File: config.mk
export PLATFORM = sky130hd
export DESIGN_NAME = score_display_scan
export DESIGN_NICKNAME = d
export VERILOG_FILES = /design/src/rtl/seg7_pkg.sv /design/src/rtl/seg7_decode.sv /design/src/rtl/score_display_scan.sv
export SDC_FILE = /design/constraint.sdc
export NUM_CORES = 1
export LEC_CHECK = 0
export ABC_AREA = 0
export BUFFER_PORTS_ARGS = -buffer_cell sky130_fd_sc_hd__buf_2
export CORE_ASPECT_RATIO = 0.7
export CORE_UTILIZATION = 65
export CTS_BUF_LIST = sky130_fd_sc_hd__clkbuf_4 sky130_fd_sc_hd__clkbuf_8
export CTS_CLUSTER_DIAMETER = 60
export DETAILED_ROUTE_END_ITERATION = 7
export PLACE_DENSITY = 0.92
export SLEW_MARGIN = 20
export SYNTH_ARGS = -nofsm -noshare
export SYNTH_HDL_FRONTEND = slang
export SYNTH_HIERARCHICAL = 1
export SYNTH_SLANG_ARGS = --single-unit
File: constraint.sdc
create_clock -name clk -period 5.9 [get_ports clk]
set_clock_uncertainty 0.15 [all_clocks]
set_input_delay 0.885 -clock clk [delete_from_list [all_inputs] [get_ports clk]]
set_output_delay 0.885 -clock clk [all_outputs]
set_load 0.03 [all_outputs]
File: src/rtl/seg7_pkg.sv
// Shared seven-segment definitions: active-low glyphs {g,f,e,d,c,b,a},
// anode/segment idle patterns, slot enumeration and the packed digit record.
package seg7_pkg;

   localparam logic [6:0] SEG_0    = 7'b1000000;
   localparam logic [6:0] SEG_1    = 7'b1111001;
   localparam logic [6:0] SEG_2    = 7'b0100100;
   localparam logic [6:0] SEG_3    = 7'b0110000;
   localparam logic [6:0] SEG_4    = 7'b0011001;
   localparam logic [6:0] SEG_5    = 7'b0010010;
   localparam logic [6:0] SEG_6    = 7'b0000010;
   localparam logic [6:0] SEG_7    = 7'b1111000;
   localparam logic [6:0] SEG_8    = 7'b0000000;
   localparam logic [6:0] SEG_9    = 7'b0010000;
   localparam logic [6:0] SEG_A    = 7'b0001000;
   localparam logic [6:0] SEG_B    = 7'b0000011;
   localparam logic [6:0] SEG_C    = 7'b1000110;
   localparam logic [6:0] SEG_D    = 7'b0100001;
   localparam logic [6:0] SEG_E    = 7'b0000110;
   localparam logic [6:0] SEG_F    = 7'b0001110;
   localparam logic [6:0] SEG_DASH = 7'b0111111;
   localparam logic [6:0] SEG_OFF  = 7'h7F;
   localparam logic [3:0] AN_OFF   = 4'b1111;

   typedef enum logic [1:0] {
      SLOT_ONE     = 2'd0,
      SLOT_TEN     = 2'd1,
      SLOT_HUNDRED = 2'd2,
      SLOT_AUX     = 2'd3
   } slot_e;

   typedef struct packed {
      logic [3:0] aux;
      logic [3:0] hundred;
      logic [3:0] ten;
      logic [3:0] one;
   } digits_t;

   // Active-low one-hot anode for a slot; slot 0 is the rightmost digit.
   function automatic logic [3:0] an_for_slot(input slot_e slot);
      return ~(4'b0001 << slot);
   endfunction

endpackage

File: src/rtl/seg7_decode.sv
// Nibble to active-low seven-segment glyph. In BCD mode codes 10-15 render
// as a dash so a corrupted score is visible rather than misleading.
module seg7_decode
   import seg7_pkg::*;
(
   input  logic [3:0] value_i,
   input  logic       hex_mode_i,
   output logic [6:0] seg_o
);

   // NOTE: a default assignment first keeps every path driven, so no latch.
   always_comb begin
      seg_o = SEG_DASH;
      case (value_i)
         4'h0: seg_o = SEG_0;
         4'h1: seg_o = SEG_1;
         4'h2: seg_o = SEG_2;
         4'h3: seg_o = SEG_3;
         4'h4: seg_o = SEG_4;
         4'h5: seg_o = SEG_5;
         4'h6: seg_o = SEG_6;
         4'h7: seg_o = SEG_7;
         4'h8: seg_o = SEG_8;
         4'h9: seg_o = SEG_9;
         4'hA: seg_o = hex_mode_i ? SEG_A : SEG_DASH;
         4'hB: seg_o = hex_mode_i ? SEG_B : SEG_DASH;
         4'hC: seg_o = hex_mode_i ? SEG_C : SEG_DASH;
         4'hD: seg_o = hex_mode_i ? SEG_D : SEG_DASH;
         4'hE: seg_o = hex_mode_i ? SEG_E : SEG_DASH;
         4'hF: seg_o = hex_mode_i ? SEG_F : SEG_DASH;
         default: seg_o = SEG_DASH;
      endcase
   end

endmodule

File: src/rtl/score_display_scan.sv
// Four-digit common-anode scan driver: three BCD score digits plus an aux hex
// nibble, with frame-aligned update staging, leading-zero blanking and dead-time.
module score_display_scan
   import seg7_pkg::*;
#(
   parameter int REFRESH_DIV = 100000,
   parameter int DEAD_CYCLES = 16,
   parameter int CNT_W       = 17
)
(
   input  logic       clk,
   input  logic       rst,
   input  logic [3:0] one,
   input  logic [3:0] ten,
   input  logic [3:0] hundred,
   input  logic [3:0] aux,
   input  logic       aux_en,
   input  logic       update,
   input  logic       blank_lz,
   output logic [3:0] an,
   output logic [6:0] seg,
   output logic       dp
);

   logic [CNT_W-1:0] cnt_q, cnt_d;
   slot_e            idx_q, idx_d;
   digits_t          stage_q, stage_d;
   digits_t          disp_q, disp_d;
   logic             pending_q, pending_d;
   logic [3:0]       an_q, an_d;
   logic [6:0]       seg_q, seg_d;

   logic             tick;
   logic             frame_end;
   logic             dead;
   digits_t          port_digits;
   logic [3:0]       slot_val;
   logic             slot_blank;
   logic             hex_mode;
   logic [6:0]       dec_seg;

   assign tick        = (cnt_q == CNT_W'(REFRESH_DIV - 1));
   assign frame_end   = tick && (idx_q == SLOT_AUX);
   assign dead        = (cnt_q < CNT_W'(DEAD_CYCLES));
   assign port_digits = {aux, hundred, ten, one};

   always_comb begin
      cnt_d = tick ? '0 : cnt_q + 1'b1;
      idx_d = tick ? slot_e'(idx_q + 2'd1) : idx_q;
   end

   // The display registers only ever change at the last tick of a frame.
   always_comb begin
      stage_d   = stage_q;
      disp_d    = disp_q;
      pending_d = pending_q;
      if (frame_end) begin
         pending_d = 1'b0;
         if (update) begin
            disp_d = port_digits;
         end else if (pending_q) begin
            disp_d = stage_q;
         end
      end else if (update) begin
         stage_d   = port_digits;
         pending_d = 1'b1;
      end
   end

   always_comb begin
      slot_val   = disp_q.one;
      slot_blank = 1'b0;
      hex_mode   = 1'b0;
      case (idx_q)
         SLOT_ONE: begin
            slot_val = disp_q.one;
         end
         SLOT_TEN: begin
            slot_val   = disp_q.ten;
            slot_blank = blank_lz && (disp_q.hundred == 4'd0) && (disp_q.ten == 4'd0);
         end
         SLOT_HUNDRED: begin
            slot_val   = disp_q.hundred;
            slot_blank = blank_lz && (disp_q.hundred == 4'd0);
         end
         SLOT_AUX: begin
            slot_val   = disp_q.aux;
            hex_mode   = 1'b1;
            slot_blank = !aux_en;
         end
         default: ;
      endcase
   end

   seg7_decode u_decode (
      .value_i    (slot_val),
      .hex_mode_i (hex_mode),
      .seg_o      (dec_seg)
   );

   // Dead-time gates only the anodes; segments settle early on the new glyph.
   always_comb begin
      an_d  = (slot_blank || dead) ? AN_OFF : an_for_slot(idx_q);
      seg_d = slot_blank ? SEG_OFF : dec_seg;
   end

   // NOTE: non-blocking assignments so every register samples pre-edge values.
   always_ff @(posedge clk) begin
      if (rst) begin
         cnt_q     <= '0;
         idx_q     <= SLOT_ONE;
         stage_q   <= '0;
         disp_q    <= '0;
         pending_q <= 1'b0;
         an_q      <= AN_OFF;
         seg_q     <= SEG_OFF;
      end else begin
         cnt_q     <= cnt_d;
         idx_q     <= idx_d;
         stage_q   <= stage_d;
         disp_q    <= disp_d;
         pending_q <= pending_d;
         an_q      <= an_d;
         seg_q     <= seg_d;
      end
   end

   assign an  = an_q;
   assign seg = seg_q;
   assign dp  = 1'b1;

endmodule

**Word level (Yosys, flattened, before mapping)**

Cells that the tools add are included.

- Add/sub/neg operators: 2
- Magnitude comparators: 1
- Equal/unequal tests: 19
- Shift operators: 1
- Multiplexer cells: 12
- Bitwise gates (word level): 2
- Reductions and logical operators: 16

Operators by type and width:

| operator | count |
|---|---|
| $pmux W7 S16 | 1 |
| $eq A4 B4 Y1 const B | 8 |
| $mux W16 | 2 |
| $mux W6 | 4 |
| $add A17 B1 Y17 const B | 1 |
| $eq A17 B17 Y1 const B | 1 |
| $lt A17 B5 Y1 const B | 1 |
| $eq A4 B3 Y1 const B | 4 |
| $pmux W4 S4 | 1 |
| $logic_not A4 Y1 | 3 |
| $eq A4 B2 Y1 const B | 2 |
| $reduce_or A2 Y1 | 4 |
| $mux W7 | 1 |
| $mux W5 | 1 |
| $eq A2 B2 Y1 const B | 2 |
| $eq A4 B1 Y1 const B | 1 |
| $not A4 Y4 | 1 |
| $reduce_and A2 Y1 | 2 |
| $shl A1 B2 Y4 const A | 1 |
| $logic_and A1 B1 Y1 | 3 |
| $pmux W1 S3 | 1 |
| $add A2 B1 Y2 const B | 1 |
| $eq A2 B1 Y1 const B | 1 |
| $logic_not A2 Y1 | 1 |
| 5 further kinds | 5 |

- Flip-flop bits (word level): 63
- Input bits: 21
- Output and inout bits: 12
- Word-level logic and storage cells: 66

**Depth between registers and ports, before layout**

- Word-level depth: 6
- Depth in mapped cells: 10
- Mapped depth without buffers: 8

**Cells and area by module**

The synthesis kept the hierarchy.

By module, submodules not included:

| module | instances | cells each | area each (um^2) | sequential area each (um^2) |
|---|---|---|---|---|
| score_display_scan | 1 | 317 | 3071.7 | 1261.2 |
| seg7_decode | 1 | 42 | 337.8 | 0.0 |

**Least setup slack after synthesis**

No wires, ideal clock.

- Kind: reg2reg
- Start point: reg cnt_q[11]
- End point: reg disp_q[10] (netlist bit)
- Library setup time: 121 ps
- Arrival time: 2334 ps
- Required time: 5629 ps
- Path slack: 3295 ps
- Cell stages (with the launch flop): 6
- Path buffers: 1
- Period minus slack after synthesis: 2605 ps
- Cell sequence: dfxtp_1 > or4_4 > or4_4 > nor4b_4 > buf_6 > mux2_2

- Cells in the longest elaborated chain, start to end: 3

Ends and longest elaborated chain:

| what | line | source |
|---|---|---|
| start, declared | score_display_scan.sv:25 | `logic [CNT_W-1:0] cnt_q, cnt_d;` |
| start signal, assigned | score_display_scan.sv:118 | `cnt_q <= cnt_d;` |
| $eq A17 B17 Y1 | score_display_scan.sv:42 | `assign tick = (cnt_q == CNT_W'(REFRESH_DIV - 1));` |
| $logic_and A1 B1 Y1 | score_display_scan.sv:43 | `assign frame_end = tick && (idx_q == SLOT_AUX);` |
| $reduce_and A2 Y1 (no line) | -- |  |
| end signal, assigned | score_display_scan.sv:121 | `disp_q <= disp_d;` |
| end, declared | score_display_scan.sv:28 | `digits_t disp_q, disp_d;` |

No other way between the ends.
A chain may end at the register's enable or synchronous reset.

**Worst setup path after layout**

Ends and elaborated chain as after synthesis.

==> summary.txt <==
Status
  – Outcome: completed

Clock tree
  – Clock root cell: clkbuf_8
  – Clock Sinks: 63
  – Clock Latency Late Sink: 0.35 ns
  – CTS tree: built
  – Post-CTS Setup Inserts: 0
  – H-Tree Depth: 3
  – Hold-fix buffers, CTS: 0
  – Resize count post-CTS: 0
  – CTS max path bufs: 2
  – CTS buffer count: 9
  – Clk slew on worst S/H paths: 0.07 ns

Critical path
  – CP endpoint kind: flip-flop
  – CP startpoint kind: flip-flop
  – CP bufs+invs: 0
  – Delay-heaviest family, CP: simple AND/OR/NAND/NOR gates
  – Crit-path max cell delay: 0.87 ns
  – CP Launch Point: cnt_q[11]
  – Worst endpoint data arrival time: 3.12 ns
  – Reg2Reg Launch Point: cnt_q[11]
  – Crit-path cells: or4_4 -> or4_4 -> nor4b_4 -> mux2_2
  – Max stage delay cell, worst path: nor4b_4
  – Reg2Reg Depth: 4
  – Reg-to-reg endpoint: disp_q[10]
  – Worst Path Max Fanout: 16
  – CP most frequent cell: or4_4
  – Reg2Reg Setup Slack: 2.87 ns
  – WS Path Type: flip-flop to flip-flop
  – CP required: 5.99 ns

Floorplan
  – Cell Rows: 21
  – Width of the die: 88.57 um
  – Core footprint: 4913 um2
  – Initial Utilization: 69.39%
  – Die area: 5544 um2
  – Chip height: 62.60 um
  – Ports: 33

Timing
  – Setup TNS: 0 ns
  – Fmax: 330.0 MHz
  – Worst-margin pin slew: 1.036 ns
  – Final period util: 51.35%
  – Fin. Hold Viols: 0
  – Crit path time final: 3.030 ns
  – RSZ-0062 raised after global routing: no
  – Final setup violation count: 0
  – Max-slew violations: 0
  – Rel. slew slack: 30.64%

Logic synthesis
  – Yosys warnings: 6
  – Ys flop type: dfxtp_1
  – Post-synth EDFFs: 0
  – #FFs+latches synth: 63
  – Post-Syn Area: 3410 um2
  – Sequential area share after synthesis: 36.99%
  – Synth Instances: 359
  – Syn avg cell area: 9.497 um2
  – Largest cells by area after synthesis: dfxtp_1 (37%), mux2i_1 (11%), nand2b_1 (7.3%), mux2_2 (5.3%), nor2_1 (4.3%)
  – Area leader, netlist: dfxtp_1
  – Yosys top cell area share: 36.99%
  – Share of synthesized flip-flops with an asynchronous set or reset: 0%
  – Yosys cell types: 57
  – Syn nets: 386

Drt
  – Wire per inst: 14.58 um
  – Post-DR vias/cell: 5.626
  – Antenna Nets Post-Route: 0
  – Vias: 2554
  – 1st-pass router iterations: 5
  – Drc violations: 0
  – Final wirelength: 6.620 mm
  – DRT iter0 DRCs: 175

Final layout
  – Commonest non-fill, non-tap cell in the layout: dfxtp_1
  – Layout Utilization: 75.25%
  – Final #Nets: 407
  – Filler cell count: 357
  – Footprint of the multi-input gates: 1896 um2
  – Commonest cells after routing, fill and taps aside: dfxtp_1 (63), nand2b_1 (40), nor2_1 (39), mux2i_1 (37), buf_2 (31)
  – Register area: 1261 um2
  – Diode count: 0
  – Area Growth Syn to Fin: 8.440%
  – Share of cells above drive strength 1: 24.68%

Global routing
  – Gr usage total: 27.39%
  – GRT overflow: 0
  – Vias in the first global route: 2474
  – Antenna violations before repair: 0
  – First-pass GRT wire length: 11.52 mm
  – Largest net degree at the start of global routing: 72

Placed design
  – RD Place Congestion: 0.8695
  – PortBufs: 31
  – Post-detail-place hpwl: 4.466 mm

Job
  – Number of max-cap violations: 0

Worst hold path
  – Hold Path End: cnt_q[0]
  – Hold Path Class: flip-flop to flip-flop
  – Hold Crit Depth: 1
  – Hold_sp: cnt_q[0]

Power
  – Pleak: 1.575 nW
  – PwrDens: 243.2 nW/um2
  – Peak supply drop: 0.1339 mV
==> worst max-delay path by stage <==
stage	to	slack, ns	cells past startpoint
4_1_cts	disp_q[13]	2.86	4
3_5_place_dp	disp_q[2]	2.73	4
6_report	disp_q[10]	2.87	4
3_3_place_gp	disp_q[13]	2.87	4
2_1_floorplan	disp_q[10]	3.30	5
5_1_grt	disp_q[10]	2.76	4
==> final cells by class <==
cell class                      instances  area share [%]
Tap cell                               69           2.335
Sequential cell                        63           34.11
Clock buffer                           13           4.670
Inverter                               11           1.117
Timing Repair Buffer                   37           5.415
Multi-Input combinational cell        258           51.27
Clock inverter                          3           1.083
==> worst register-to-register path: cells and delay by family (launching register included) <==
kind | cells | cell delay (ns)
simple gates | 3 | 1.99
mux | 1 | 0.43
flops | 1 | 0.34
==> metrics by stage <==
stage          instance area, um2  instances  hold WS [ns]  setup slack, ns  power [mW]
2_1_floorplan                3410        359        0.2629            3.295      0.4981
3_3_place_gp                 3485        438        0.2783            2.875      0.5108
3_5_place_dp                 3485        438        0.2796            2.735      0.5140
4_1_cts                      3697        454        0.2907            2.858      0.9080
5_1_grt                      3697        454        0.3246            2.763      0.9370
6_report                     3697        454        0.2919            2.870      0.8993
==> cell families after synthesis <==
| group | Yosys count | share of synthesized area, % |
|---|---|---|
| multiplexers | 54 | 16.59 |
| XOR/XNOR | 13 | 3.339 |
| AND/OR/NAND/NOR | 146 | 24.77 |
| adder cells (fa/ha/maj) | 6 | 2.202 |
| other | 1 | 0.1100 |
| flip-flops | 63 | 36.99 |
| AO/OA/AOI/OAI | 38 | 8.587 |
| buffers and inverters | 38 | 7.413 |
==> flip-flops by register name, indices dropped and copies added, names as in the netlist <==
| name | count |
|---|---|
| disp_q | 16 |
| stage_q | 16 |
| seg | 7 |
| idx_q | 2 |
| an | 4 |
| cnt_q | 17 |
| pending_q | 1 |
==> synth_stat cells, types with 2 or more instances <==
cell type	count
xor2_1	8
o22ai_1	2
clkbuf_8	2
and3_1	2
dfxtp_1	63
nor2_1	39
a222oi_1	4
a21o_1	2
o21ai_0	6
nand4_1	8
or3_2	2
buf_4	4
or4_4	2
xnor2_1	5
nand3_1	15
or3_1	3
mux2_2	16
nand2_1	7
and2b_2	8
nand2b_1	40
clkbuf_1	10
nor3_1	2
mux2i_1	37
o21ai_2	2
a21oi_1	9
nor2b_1	5
buf_6	7
ha_1	6
a221oi_2	2
inv_1	11
nor4_1	4
==> power breakdown <==
group,leakage [nW],internal [mW],switching [mW]
Combinational,0.948,0.0273,0.0348
Clock,0.113,0.233,0.162
Sequential,0.514,0.437,0.00551
Total,1.57,0.697,0.203
==> per-layer routing <==
metal	vias up	global-route usage, %	share of wire [%]
met5	-	0	0
met4	0	9.677	1.8
met3	15	9.775	5.1
met2	61	41.15	46
met1	1194	36.13	47
li1	1284	-	-
Power figures use the tool's default switching activity.
